$ cat src/rtl/ultrasonic_pkg.sv
//==============================================================================
// Module   : ultrasonic_pkg
// Brief    : Shared types and default timing constants for the ultrasonic
//            echo emulator and its sensor-controller counterpart.
// Revision : 1.0 - initial release
//==============================================================================
`default_nettype none

package ultrasonic_pkg;

    // Responder protocol states
    typedef enum logic [2:0] {
        IDLE      = 3'd0,
        TRIG_HIGH = 3'd1,
        BURST     = 3'd2,
        ECHO      = 3'd3,
        HOLDOFF   = 3'd4
    } state_t;

    // Default timings at a 100 MHz clock
    localparam int c_DEF_TRIG_MIN_CYCLES = 1000;     // 10 us trigger
    localparam int c_DEF_BURST_CYCLES    = 20000;    // 200 us burst
    localparam int c_DEF_CYCLES_PER_CM   = 5800;     // 58 us per cm
    localparam int c_DEF_MAX_CM          = 400;
    localparam int c_DEF_TIMEOUT_CYCLES  = 3800000;  // 38 ms no-object echo
    localparam int c_DEF_HOLDOFF_CYCLES  = 6000000;  // 60 ms dead time

    // Larger of two integers, used for sizing shared counters
    function automatic int max_int(input int a, input int b);
        return (a > b) ? a : b;
    endfunction

endpackage

`default_nettype wire

$ cat src/rtl/echo_width_gen.sv
//==============================================================================
// Module   : echo_width_gen
// Brief    : Generates an echo-high window of cm*CYCLES_PER_CM cycles using a
//            tick counter nested under a cm down-counter (no multiplier).
//            Out-of-range distances produce a TIMEOUT_CYCLES window.
//            active rises on the edge that samples start and falls on the
//            edge that samples done.
// Revision : 1.0 - initial release
//==============================================================================
`default_nettype none

module echo_width_gen
    import ultrasonic_pkg::*;
#(
    parameter int CYCLES_PER_CM  = c_DEF_CYCLES_PER_CM,
    parameter int MAX_CM         = c_DEF_MAX_CM,
    parameter int TIMEOUT_CYCLES = c_DEF_TIMEOUT_CYCLES
) (
    input  logic        clk,
    input  logic        rst_n,
    input  logic        start,
    input  logic [15:0] cm,
    output logic        done,
    output logic        active
);

    localparam int c_TICK_W = $clog2(max_int(max_int(CYCLES_PER_CM, TIMEOUT_CYCLES), 2));
    localparam int c_CM_W   = $clog2(MAX_CM + 1);

    localparam logic [c_TICK_W-1:0] c_TICK_CM_LAST = c_TICK_W'(CYCLES_PER_CM - 1);
    localparam logic [c_TICK_W-1:0] c_TICK_TO_LAST = c_TICK_W'(TIMEOUT_CYCLES - 1);
    localparam logic [c_TICK_W-1:0] c_TICK_ONE     = c_TICK_W'(1);
    localparam logic [c_CM_W-1:0]   c_CM_ONE       = c_CM_W'(1);
    localparam logic [15:0]         c_MAX_CM_16    = 16'(MAX_CM);

    logic                r_active;
    logic                r_timeout;
    logic [c_TICK_W-1:0] r_tick;
    logic [c_CM_W-1:0]   r_cm_cnt;

    logic w_in_range;
    logic w_tick_last;
    logic w_cm_last;

    // A timeout window is a single "cm" whose tick period is TIMEOUT_CYCLES
    assign w_in_range  = (cm != 16'd0) && (cm <= c_MAX_CM_16);
    assign w_tick_last = r_timeout ? (r_tick == c_TICK_TO_LAST) : (r_tick == c_TICK_CM_LAST);
    assign w_cm_last   = (r_cm_cnt == c_CM_ONE);

    assign done   = r_active && w_tick_last && w_cm_last;
    assign active = r_active;

    // Load on start, then tick through each cm until the last tick of the last cm
    always_ff @(posedge clk) begin
        if (!rst_n) begin
            r_active  <= 1'b0;
            r_timeout <= 1'b0;
            r_tick    <= '0;
            r_cm_cnt  <= '0;
        end else if (start) begin
            r_active  <= 1'b1;
            r_timeout <= !w_in_range;
            r_tick    <= '0;
            r_cm_cnt  <= w_in_range ? c_CM_W'(cm) : c_CM_ONE;
        end else if (r_active) begin
            if (w_tick_last) begin
                r_tick <= '0;
                if (w_cm_last) begin
                    r_active <= 1'b0;
                end else begin
                    r_cm_cnt <= r_cm_cnt - c_CM_ONE;
                end
            end else begin
                r_tick <= r_tick + c_TICK_ONE;
            end
        end
    end

endmodule

`default_nettype wire

$ cat src/rtl/ultrasonic_echo_emulator.sv
//==============================================================================
// Module   : ultrasonic_echo_emulator
// Brief    : Responder side of an HC-SR04-style trigger/echo sensor. Validates
//            the trigger width, waits a burst delay, emits an echo pulse whose
//            width encodes TARGET_CM, then enforces a hold-off period.
//            Optional: ULTRASONIC_TRIG_SYNC_EN adds a two-flop synchronizer on
//            TRIGGER_IN (all trigger-referenced timings shift by +2 cycles).
// Revision : 1.0 - initial release
//==============================================================================
`default_nettype none

module ultrasonic_echo_emulator
    import ultrasonic_pkg::*;
#(
    parameter int TRIG_MIN_CYCLES = c_DEF_TRIG_MIN_CYCLES,
    parameter int BURST_CYCLES    = c_DEF_BURST_CYCLES,
    parameter int CYCLES_PER_CM   = c_DEF_CYCLES_PER_CM,
    parameter int MAX_CM          = c_DEF_MAX_CM,
    parameter int TIMEOUT_CYCLES  = c_DEF_TIMEOUT_CYCLES,
    parameter int HOLDOFF_CYCLES  = c_DEF_HOLDOFF_CYCLES
) (
    input  logic        clk,
    input  logic        rst_n,
    input  logic        TRIGGER_IN,
    input  logic [15:0] TARGET_CM,
    output logic        ECHO_OUT,
    output logic        BUSY,
    output logic        TRIG_ERR,
    output logic [15:0] ECHO_COUNT
);

    // One shared counter covers trigger width, burst delay and hold-off
    localparam int c_CNT_W = $clog2(max_int(max_int(TRIG_MIN_CYCLES, BURST_CYCLES),
                                            HOLDOFF_CYCLES) + 1);

    localparam logic [c_CNT_W-1:0] c_ONE        = c_CNT_W'(1);
    localparam logic [c_CNT_W-1:0] c_TRIG_MIN   = c_CNT_W'(TRIG_MIN_CYCLES);
    localparam logic [c_CNT_W-1:0] c_BURST_LAST = c_CNT_W'(BURST_CYCLES);
    localparam logic [c_CNT_W-1:0] c_HOLD_LAST  = c_CNT_W'(HOLDOFF_CYCLES - 1);

    state_t               r_state, w_state_next;
    logic [c_CNT_W-1:0]   r_cnt, w_cnt_next;
    logic [15:0]          r_cm, w_cm_next;
    logic                 r_trig_err, w_trig_err_next;
    logic [15:0]          r_echo_count, w_echo_count_next;
    logic                 w_gen_start;
    logic                 w_gen_done;
    logic                 w_gen_active;
    logic                 w_trig;

`ifdef ULTRASONIC_TRIG_SYNC_EN
    logic [1:0] r_trig_sync;

    // Two-flop synchronizer for a trigger driven from another clock domain
    always_ff @(posedge clk) begin
        if (!rst_n) begin
            r_trig_sync <= 2'b00;
        end else begin
            r_trig_sync <= {r_trig_sync[0], TRIGGER_IN};
        end
    end

    assign w_trig = r_trig_sync[1];
`else
    assign w_trig = TRIGGER_IN;
`endif

    // State, counter and output registers
    always_ff @(posedge clk) begin
        if (!rst_n) begin
            r_state      <= IDLE;
            r_cnt        <= '0;
            r_cm         <= '0;
            r_trig_err   <= 1'b0;
            r_echo_count <= '0;
        end else begin
            r_state      <= w_state_next;
            r_cnt        <= w_cnt_next;
            r_cm         <= w_cm_next;
            r_trig_err   <= w_trig_err_next;
            r_echo_count <= w_echo_count_next;
        end
    end

    // Next-state and datapath decode
    always_comb begin
        w_state_next      = r_state;
        w_cnt_next        = r_cnt;
        w_cm_next         = r_cm;
        w_trig_err_next   = 1'b0;
        w_echo_count_next = r_echo_count;
        w_gen_start       = 1'b0;

        case (r_state)
            IDLE: begin
                if (w_trig) begin
                    w_state_next = TRIG_HIGH;
                    w_cnt_next   = c_ONE;
                end
            end

            TRIG_HIGH: begin
                if (w_trig) begin
                    // Saturate so an indefinitely held trigger is still accepted
                    if (r_cnt < c_TRIG_MIN) begin
                        w_cnt_next = r_cnt + c_ONE;
                    end
                end else if (r_cnt >= c_TRIG_MIN) begin
                    w_state_next = BURST;
                    w_cnt_next   = '0;
                    w_cm_next    = TARGET_CM;
                end else begin
                    w_state_next    = IDLE;
                    w_cnt_next      = '0;
                    w_trig_err_next = 1'b1;
                end
            end

            BURST: begin
                if (r_cnt == c_BURST_LAST) begin
                    w_state_next = ECHO;
                    w_cnt_next   = '0;
                    w_gen_start  = 1'b1;
                end else begin
                    w_cnt_next = r_cnt + c_ONE;
                end
            end

            ECHO: begin
                if (w_gen_done) begin
                    w_state_next      = HOLDOFF;
                    w_cnt_next        = '0;
                    w_echo_count_next = r_echo_count + 16'd1;
                end
            end

            HOLDOFF: begin
                if (r_cnt == c_HOLD_LAST) begin
                    w_state_next = IDLE;
                    w_cnt_next   = '0;
                end else begin
                    w_cnt_next = r_cnt + c_ONE;
                end
            end

            default: begin
                w_state_next = IDLE;
                w_cnt_next   = '0;
            end
        endcase
    end

    echo_width_gen #(
        .CYCLES_PER_CM  (CYCLES_PER_CM),
        .MAX_CM         (MAX_CM),
        .TIMEOUT_CYCLES (TIMEOUT_CYCLES)
    ) u_echo_width_gen (
        .clk    (clk),
        .rst_n  (rst_n),
        .start  (w_gen_start),
        .cm     (r_cm),
        .done   (w_gen_done),
        .active (w_gen_active)
    );

    // The generator's active flag is registered and spans exactly the echo window
    assign ECHO_OUT   = w_gen_active;
    assign BUSY       = (r_state != IDLE);
    assign TRIG_ERR   = r_trig_err;
    assign ECHO_COUNT = r_echo_count;

endmodule

`default_nettype wire

$ cat config.mk
export PLATFORM = sky130hd
export DESIGN_NAME = ultrasonic_echo_emulator
export DESIGN_NICKNAME = d
export VERILOG_FILES = /design/src/rtl/ultrasonic_pkg.sv /design/src/rtl/echo_width_gen.sv /design/src/rtl/ultrasonic_echo_emulator.sv
export SDC_FILE = /design/constraint.sdc
export NUM_CORES = 1
export LEC_CHECK = 0
export ABC_AREA = 0
export CORE_UTILIZATION = 32
export DETAILED_ROUTE_END_ITERATION = 7
export PLACE_DENSITY = 0.5
export REMOVE_ABC_BUFFERS = 1
export SLEW_MARGIN = 20
export SYNTH_ARGS = -nofsm -noshare
export SYNTH_HDL_FRONTEND = slang
export SYNTH_SLANG_ARGS = --single-unit
$ cat constraint.sdc
create_clock -name clk -period 2.19 [get_ports clk]
set_input_delay 0.5475 -clock clk [delete_from_list [all_inputs] [get_ports clk]]
set_output_delay 0.5475 -clock clk [all_outputs]
set_load 0.005 [all_outputs]
==> reports/results.ini <==
[clocking]
insertion_delay_ns=0.35
clkTransAtPathRegs_ns=0.07
cts_buffer_depth=2
htreeDepth=3
cts_root_buf=clkbuf_16
numClockSinks=92
hold_buffers=0
cts_tree=done
cts_buffers=9

[timing]
slew_headroom_pct=71.21
rsz0062_at_grt=yes
finClkSkew_ns=0.007875
min_period_ns=2.347
finalMaxSlewViolations=0
finalHoldViolCount=0
setup_viol=34
finalCritPeriodShare_pct=107.2
fmax_mhz=426.0
holdWs_ns=0.5057
fin_ws_ns=-0.1574
tightest_slew_ns=0.4279

[synth]
synth_top_family_by_area=simple AND/OR/NAND/NOR gates
syn_area_per_cell_um2=8.079
syn-cell-area_um2=4758
yosysMostFrequentCell=dfxtp_1
yosys-top-cells-count=dfxtp_1, nor2_1, nand2_1
synth_compound_area_share_pct=15.46
synth_top_area_share_pct=38.71
ys_ff_latch=92
synth_area_leaders=dfxtp_1, nor2_1, nand2_1
ys_seq_area_share_pct=38.71
yosys_most_used_dff=dfxtp_1
yosysUniqueCellTypes=59
ys_async_sr_fraction_pct=0
synth_top_cell_by_area=dfxtp_1
synth_fa_ha_area_share_pct=1.578
synth-xor-area-share_pct=5.522
synth-edff-count=0
synthCells=589
ys_warn_count=0
synth.area.mux_share_pct=3.997
synthSimpleGateAreaFrac_pct=31.08

[power]
leakagePower_uw=0.002628
power.density_nw_per_um2=530.4
peakVddDrop_mv=0.3842

[global_route]
grt_start_max_net_pins=27
track_usage_pct=18.13
grt_overflow_total=0
grt_pass1_vias=4452
grt_pass1_wl_um=21740
antenna_found_initial=0

[worst_setup_path]
cp.required_ns=2.48
arrival_ns=2.64
crit_path_end_kind=flop
crit_path_start_kind=flop
worst-setup-path-type=flop to flop
critPathMaxFanout=8

[detailed_routing]
routed_wl_um=13950
drtAntennaViolNets=0
wl_per_cell_um=15.48
vias=4785
remaining_drc_errors=0
firstDrtPassIters=4
vias_per_cell=5.311
drt_iter0_drc=282

[die]
die-area_um2=15360
coreArea_um2=14530
initial_utilization_pct=32.74
die-width_um=123.9
die-height_um=123.9
io_pins=38
rows=44

[placed_design]
hpwl_um=9290
pre_cts_slack_ns=-0.2746
gp_congestion=0.8579
portBuffers=37

[final_layout]
syn_to_final_growth_pct=45.65
fillers=1398
drive_gt1_share_pct=29.01
final_nets=737
antennaDiodeCount=0

[run]
cap_violations=0

[worst_hold_path]
hold_class=flop to flop

[run_status]
outcome=complete, but fails checks
violations=setup timing

==> cell usage in the layout, fill, tap and decap left out, types with 4 or more instances in the layout <==
| cell type | instances |
|---|---|
| nor3_1 | 10 |
| or2_2 | 4 |
| o22ai_2 | 9 |
| o21ai_0 | 10 |
| xnor2_1 | 9 |
| dfxtp_1 | 85 |
| and3_1 | 13 |
| nor4_1 | 5 |
| and2_1 | 7 |
| o22ai_1 | 7 |
| nand4_1 | 20 |
| mux2i_1 | 18 |
| or3_1 | 22 |
| ha_1 | 5 |
| xor2_1 | 21 |
| clkbuf_16 | 9 |
| and4_1 | 5 |
| nor2_1 | 75 |
| nand3_1 | 29 |
| inv_1 | 14 |
| a21oi_1 | 16 |
| dfxtp_2 | 7 |
| buf_6 | 12 |
| nor4_2 | 4 |
| a21oi_4 | 5 |
| buf_4 | 86 |
| clkdlybuf4s50_1 | 36 |
| nand2_1 | 55 |
| nand2b_1 | 5 |
| a21oi_2 | 17 |
| nor4bb_1 | 4 |
==> flip-flops by register name, summed over array words and instances (netlist names) <==
signal,count
r_state,3
u_echo_width_gen.r_timeout,1
u_echo_width_gen.r_tick,22
r_cnt,23
ECHO_COUNT,16
u_echo_width_gen.active,1
u_echo_width_gen.r_cm_cnt,9
r_cm,16
TRIG_ERR,1
==> metrics by stage <==
step	util [%]	area [µm²]	total power, µW	TNS, ns	instances
final	47.68	6930	3676	-2.344	901
after global routing	47.68	6930	3813	-9.089	901
after CTS	45.06	6549	3685	-2.268	892
after detailed placement	40.94	5951	1907	-9.023	869
after global placement	40.94	5951	1904	-6.818	869
after floorplan	-	4641	1793	-43.02	559
==> worst paths after layout <==
check / from / endpoint / slack, ns / cells past startpoint
worst max-delay path: u_echo_width_gen.r_timeout / ECHO_COUNT[14] / -0.16 / 9
worst min-delay path: ECHO_COUNT[15] / ECHO_COUNT[15] / 0.51 / 2
worst max register to register: u_echo_width_gen.r_timeout / ECHO_COUNT[14] / -0.16 / 9
worst min register to register: ECHO_COUNT[15] / ECHO_COUNT[15] / 0.51 / 2
==> what timing repair did <==
item                                    CTS  global route
endpoints found under the setup margin   45            74
setup buffers                             6            11
cloned                                    1             0
pin swaps                                31            24
resized for setup                        46            67
==> cells by family after synthesis <==
kind of cell	count (synthesis)
buffers and inverters	45
xor gates and xnor gates	30
and+or+nand+nor	287
AOI/OAI and AO/OA	110
muxes	19
DFF	92
adders and majority gates	6
==> power by group <==
| part | switching, µW | internal [µW] | total [µW] |
|---|---|---|---|
| registers | 6.71 | 1680 | 1680 |
| clock network | 708 | 1020 | 1720 |
| logic | 134 | 135 | 269 |
| total | 849 | 2830 | 3680 |
==> worst max-delay path: stages (launching register included) <==
cell       delay (ns)
dfxtp_2          0.34
nand4_1          0.09
or4b_4           0.52
a2111oi_4        0.29
buf_4            0.21
buf_12           0.11
nand4_1          0.12
buf_6            0.17
or3_4            0.33
a21oi_2          0.11
==> layer usage <==
| metal | up-vias | GRT usage [%] | share of wire [%] |
|---|---|---|---|
| met4 | 0 | 5.283 | 0.78 |
| met3 | 10 | 4.716 | 3.5 |
| met2 | 55 | 27.85 | 48 |
| li1 | 2392 | - | - |
| met1 | 2328 | 24.84 | 48 |
| met5 | - | 0 | 0 |
==> area by class of cell <==
| class | instances | area [µm²] | share of cell area, % |
|---|---|---|---|
| clock buffer | 10 | 229.0 | 3.304 |
| inverter | 15 | 56.30 | 0.8124 |
| sequential | 92 | 1851 | 26.70 |
| tap | 184 | 230.2 | 3.322 |
| clock inverter | 6 | 96.34 | 1.390 |
| timing repair buffer | 142 | 1286 | 18.56 |
| multi-input combinational | 452 | 3182 | 45.91 |
(Power assumes the default switching activity.)
